`src/rtl/rgb_capture_pkg.sv`:
```
// Shared types and helpers for the RGB stream capture block.
package rgb_capture_pkg;

  localparam int SYNC_STAGES = 2;

  typedef enum logic [1:0] {IDLE, ALIGN, CAPTURE} state_t;

  // Truncating 888 -> 565 pack, {R[7:3], G[7:2], B[7:3]}.
  function automatic logic [15:0] to_rgb565(input logic [23:0] rgb);
    return {rgb[23:19], rgb[15:10], rgb[7:3]};
  endfunction

endpackage

```
`src/rtl/sync_edge.sv`:
```
// Multi-flop synchroniser with registered level and rise/fall pulses, all aligned.
module sync_edge
  import rgb_capture_pkg::*;
#(
  parameter int WIDTH = 1
) (
  input  logic             clock_66,
  input  logic             nrst,
  input  logic [WIDTH-1:0] din,
  output logic [WIDTH-1:0] lvl,
  output logic [WIDTH-1:0] rise,
  output logic [WIDTH-1:0] fall
);

  logic [SYNC_STAGES-1:0][WIDTH-1:0] sync_q;

  always_ff @(posedge clock_66 or negedge nrst) begin
    if (!nrst) begin
      sync_q <= '0;
      lvl    <= '0;
      rise   <= '0;
      fall   <= '0;
    end else begin
      sync_q <= {sync_q[SYNC_STAGES-2:0], din};
      lvl    <= sync_q[SYNC_STAGES-1];
      rise   <= sync_q[SYNC_STAGES-1] & ~lvl;
      fall   <= ~sync_q[SYNC_STAGES-1] & lvl;
    end
  end

endmodule

```
`src/rtl/rgb_stream_capture.sv`:
```
// Oversampled RGB888 video capture into two RAM banks as RGB565, frame double-buffered.
module rgb_stream_capture
  import rgb_capture_pkg::*;
#(
  parameter int H_ACTIVE  = 640,
  parameter int V_ACTIVE  = 480,
  parameter int BANK_SIZE = H_ACTIVE * V_ACTIVE
) (
  input  logic        clock_66,
  input  logic        nrst,
  input  logic        enable,
  input  logic        rgb_clk,
  input  logic [23:0] rgb,
  input  logic        hsync,
  input  logic        vsync,
  output logic [31:0] ram_waddr,
  output logic [15:0] ram_wdata,
  output logic        w_enable,
  output logic        stream_ready,
  output logic        read_bank,
  output logic        frame_done,
  output logic        frame_error
);

  localparam int XW = $clog2(H_ACTIVE + 1);
  localparam int YW = $clog2(V_ACTIVE + 1);

  // bit 0 rgb_clk, bit 1 hsync, bit 2 vsync
  logic [2:0] sig_in, sig_lvl, sig_rise, sig_fall;
  assign sig_in = {vsync, hsync, rgb_clk};

  for (genvar i = 0; i < 3; i++) begin : g_sync
    sync_edge #(.WIDTH(1)) u_sync (
      .clock_66 (clock_66),
      .nrst     (nrst),
      .din      (sig_in[i]),
      .lvl      (sig_lvl[i]),
      .rise     (sig_rise[i]),
      .fall     (sig_fall[i])
    );
  end

  logic unused_sync;
  assign unused_sync = |{sig_lvl[0], sig_fall[1:0]};

  logic [SYNC_STAGES-1:0][23:0] rgb_q;

  always_ff @(posedge clock_66 or negedge nrst) begin
    if (!nrst) rgb_q <= '0;
    else       rgb_q <= {rgb_q[SYNC_STAGES-2:0], rgb};
  end

  state_t          state, state_nxt;
  logic [XW-1:0]   x;
  logic [YW-1:0]   y;
  logic [31:0]     line_addr;
  logic            wbank;
  logic            wr_px, line_end, frame_ok, frame_bad, align_go;

  always_ff @(posedge clock_66 or negedge nrst) begin
    if (!nrst) state <= IDLE;
    else       state <= state_nxt;
  end

  // Frame end wins over line end; any sync level masks the pixel event.
  always_comb begin
    state_nxt = state;
    wr_px     = 1'b0;
    line_end  = 1'b0;
    frame_ok  = 1'b0;
    frame_bad = 1'b0;
    align_go  = 1'b0;
    if (!enable) state_nxt = IDLE;
    else begin
      case (state)
        IDLE:  state_nxt = ALIGN;
        ALIGN: if (sig_fall[2]) begin
          align_go  = 1'b1;
          state_nxt = CAPTURE;
        end
        CAPTURE: begin
          if (sig_rise[2]) begin
            state_nxt = ALIGN;
            if (y == YW'(V_ACTIVE)) frame_ok  = 1'b1;
            else                    frame_bad = 1'b1;
          end else if (sig_rise[1]) begin
            line_end = 1'b1;
          end else if (sig_rise[0] && !sig_lvl[1] && !sig_lvl[2] &&
                       x < XW'(H_ACTIVE) && y < YW'(V_ACTIVE)) begin
            wr_px = 1'b1;
          end
        end
        default: state_nxt = IDLE;
      endcase
    end
  end

  always_ff @(posedge clock_66 or negedge nrst) begin
    if (!nrst) begin
      x            <= '0;
      y            <= '0;
      line_addr    <= '0;
      wbank        <= 1'b0;
      ram_waddr    <= '0;
      ram_wdata    <= '0;
      w_enable     <= 1'b0;
      stream_ready <= 1'b0;
      read_bank    <= 1'b0;
      frame_done   <= 1'b0;
      frame_error  <= 1'b0;
    end else begin
      w_enable   <= wr_px;
      frame_done <= frame_ok;
      if (state_nxt == IDLE) begin
        x <= '0;
        y <= '0;
      end
      if (align_go) begin
        x         <= '0;
        y         <= '0;
        line_addr <= wbank ? 32'(BANK_SIZE) : 32'd0;
      end
      if (wr_px) begin
        ram_waddr <= line_addr + 32'(x);
        ram_wdata <= to_rgb565(rgb_q[SYNC_STAGES-1]);
        x         <= x + 1'b1;
      end
      // line_addr tracks wbank*BANK_SIZE + y*H_ACTIVE without a multiplier
      if (line_end) begin
        x <= '0;
        if (x != '0 && y != YW'(V_ACTIVE)) begin
          y         <= y + 1'b1;
          line_addr <= line_addr + 32'(H_ACTIVE);
        end
      end
      if (frame_ok) begin
        read_bank    <= wbank;
        wbank        <= ~wbank;
        stream_ready <= 1'b1;
      end
      if (frame_bad) frame_error <= 1'b1;
    end
  end

endmodule
```
`config.mk`:
```
export PLATFORM = sky130hd
export DESIGN_NAME = rgb_stream_capture
export DESIGN_NICKNAME = d
export VERILOG_FILES = /design/src/rtl/rgb_capture_pkg.sv /design/src/rtl/sync_edge.sv /design/src/rtl/rgb_stream_capture.sv
export SDC_FILE = /design/constraint.sdc
export NUM_CORES = 1
export LEC_CHECK = 0
export ABC_AREA = 1
export CORE_MARGIN = 2
export CORE_UTILIZATION = 57
export CTS_CLUSTER_SIZE = 24
export DETAILED_ROUTE_END_ITERATION = 12
export PLACE_DENSITY_LB_ADDON = 0.05
export SYNTH_ARGS = -nofsm -noshare
export SYNTH_HDL_FRONTEND = slang
export SYNTH_SLANG_ARGS = --single-unit
```
`constraint.sdc`:
```
create_clock -name clock_66 -period 5.51 [get_ports clock_66]
set_clock_uncertainty 0.05 [all_clocks]
set_input_delay 1.102 -clock clock_66 [delete_from_list [all_inputs] [get_ports clock_66]]
set_output_delay 1.102 -clock clock_66 [all_outputs]
set_load 0.02 [all_outputs]
```
==> run metrics <==
via count of the routed design=between 6,000 and 7,000; Synth top area share=about half; Die H=approximately 120 um; first-pass GRT wire length=29.0 mm; Worst-path clk slew=approximately 0.060 ns; CTS tree=built; RSZ-0062 raised after global routing=no; Post-synth EDFFs=0; post-detail-place hpwl=11.8 mm; ANT cells=0; Worst Setup Start Kind=input port; Pre-Repair DR Iteration Count=4; normalized max-slew margin=around 27%; IO Port Bufs=74; fin cells=1,192; Leak=about 4.5 nW; Storage cell area=between 3000 and 4000 um^2; met1 Usage GRT=about a third; cell taking the most area after synthesis=dfrtp_1; Pins Over Slew Limit=0; Ports=83; GR peak layer=met2; final core occ=a little over two thirds; placed insts=about 1,200; top-count cell post-synth=nand2_1; nets=1,053; critical path class=in2reg; full die area=roughly 14,000 um^2; width of the die=between 100 and 150 um; CORE AREA=12,700 um^2; Seq/Total Area, Yosys=approximately half; Final Hold Fails=0; Yosys reg bits=about 150; # rows=between 40 and 50; Tmin final=between 3 and 4 ns; initial antenna violation count=0; CP max stage delay=0.81 ns; Post-Syn Nets=between 900 and 1,000; Root Driver=clkbuf_16; post_cts resized=0; final wirelength=17.0 mm; post-placement cell area=approximately 8300 um^2; share of layout cells above drive strength 1=around 5.8%; number of buffers created by CTS=17; area grow syn2layout=20.4%; syn avg cell area=~8 um^2; setup TNS=0 ns; area of the multi-input gates=about 3100 um^2; postcts setup bufs=0; Final period util=about 60%; CP bufs+invs=3; cell seen most often among critical-path stages=nand2_1; CP top delay family=buffers and inverters; Max-Cap Viols=0; clk buf depth=2; Hold Crit Class=reg2reg; Req. time, crit path=5.78 ns; Post-DRT Antenna Nets=0; P per Cell Area=291 nW/um^2; met3 Track Usage GR=under 10%; outcome=completed; dominant synthesized flop cell=dfrtp_1; Max Clk Rate=between 300 and 400 MHz; most frequent cells after synthesis=nand2_1 (305), dfrtp_1 (152), inv_1 (117); Post-Synthesis Cells=928; DRC Markers=0; Worst Path Max Fanout=11; post-route design area=between 8000 and 9000 um^2; Hold Slack=0.297 ns; H-tree depth=4; Netlist cell types=roughly 40; synth top area cells=dfrtp_1 (51%), nand2_1 (15%), inv_1 (5.9%); yosys warns=0; Async S/R FF share, synth=100%; filler cell count=1,068; 1st-iter DRT viols=360; Overflow after GRT=0; # clock sinks=152; critical path's slowest cell=nor2_1; Peak VDD IR=0.000234 V; CP Cell Sequence=clkdlybuf4s50_1, inv_2, nor2_1, clkinv_1, nand2_1, nand2_1; mapped cell area=7430 um^2; maximum number of pins on one net before global-route repair=between 100 and 150; clk_lat worst skew=about 0.43 ns; gp weighted congestion=between 0.9 and 1; Worst setup EP type=flip-flop; DR WL/cell=around 14 um; Initial Util=~59%; vias in the first global route=approximately 5,900; Setup-failing EPs final=0; hold buffers post-CTS=0; met2 usage=a little over two fifths; Least-Margin Pin Slew=roughly 1.1 ns; CP Data Arrival Time=about 3.6 ns; Tot GR Track Use=between 20% and 30%; Vias/cell=slightly above 5
==> path summary, 6_finish.rpt <==
kind                                    start  slack (ns)                   endpoint  depth (start not counted)
setup reg to reg             x[8]$_DFFE_PN0P_        2.52  ram_waddr[22]$_DFFE_PN0N_                         10
min in group asynchronous                nrst        0.71   ram_waddr[0]$_DFFE_PN0N_                          1
hold / removal             rgb_q[5]$_DFF_PN0_        0.30        rgb_q[29]$_DFF_PN0_                          0
hold reg to reg            rgb_q[5]$_DFF_PN0_        0.30        rgb_q[29]$_DFF_PN0_                          0
setup / recovery                       enable        2.19  ram_waddr[22]$_DFFE_PN0N_                          6
max in group asynchronous                nrst        3.61    line_addr[24]$_DFF_PN0_                          2
==> sequential cells by signal, indices dropped and copies added, names as in the netlist <==
name and count:
ram_waddr 32, frame_error 1, frame_done 1, y 9, rgb_q 32, g_sync.u_sync.fall 1, state 2, g_sync.u_sync.lvl 3
g_sync.u_sync.sync_q 6, ram_wdata 16, g_sync.u_sync.rise 3, w_enable 1, line_addr 32, wbank 1, x 10, stream_ready 1
read_bank 1
==> metal layers <==
layer	up-vias	wire, um
li1	3081	-
met1	2843	7570
met2	173	8050
met3	36	913
met4	0	429
met5	-	0
==> stage by stage <==
stage	power, mW	setup WS, ns
floorplan	1.30	3.26
global placement	1.38	1.89
detailed placement	1.38	1.85
CTS	2.62	2.27
global route	2.70	2.03
finish	2.60	2.19
==> worst register-to-register path: stages (launching register included) <==
cell and delay (ns):
dfrtp_1 0.41, inv_1 0.12, nand2_1 0.08, nand2_1 0.12
nand2_1 0.07, nor2_1 0.10, nand4_1 0.08, nor2_1 0.80
clkinv_1 0.75, nand2_1 0.23, nand2_1 0.08
==> area by class of cell <==
| class | count | share of cell area, % |
|---|---|---|
| sequential | 152 | 42.5 |
| timing repair buffer | 78 | 8.63 |
| clock buffer | 18 | 4.80 |
| inverter | 120 | 5.04 |
| clock inverter | 14 | 2.22 |
| multi-input combinational | 638 | 34.4 |
| tap | 172 | 2.41 |
==> where the power goes <==
group | internal, mW | leakage [nW] | switching (mW)
combinational | 0.0645 | 2.16 | 0.0974
clock | 0.736 | 0.311 | 0.505
sequential | 1.16 | 2.01 | 0.0397
==> logic make-up after synthesis <==
group	count (synthesis)	share of synthesized area, %
and+or+nand+nor	538	31.4
DFF	152	51.2
buffers and inverters	138	7.43
AOI/OAI and AO/OA	64	4.77
xor gates and xnor gates	20	2.36
adders and majority gates	16	2.80
==> cell usage in the layout, fill, tap and decap left out, types with 15 or more instances in the layout <==
master / n
nand2_1: 305
dfrtp_1: 152
inv_1: 117
nor2_1: 93
nand3_1: 84
clkdlybuf4s50_1: 73
o21ai_0: 23
clkbuf_16: 17
a21oi_1: 16
ha_1: 15
No activity file was read; power rests on OpenSTA's default activity.
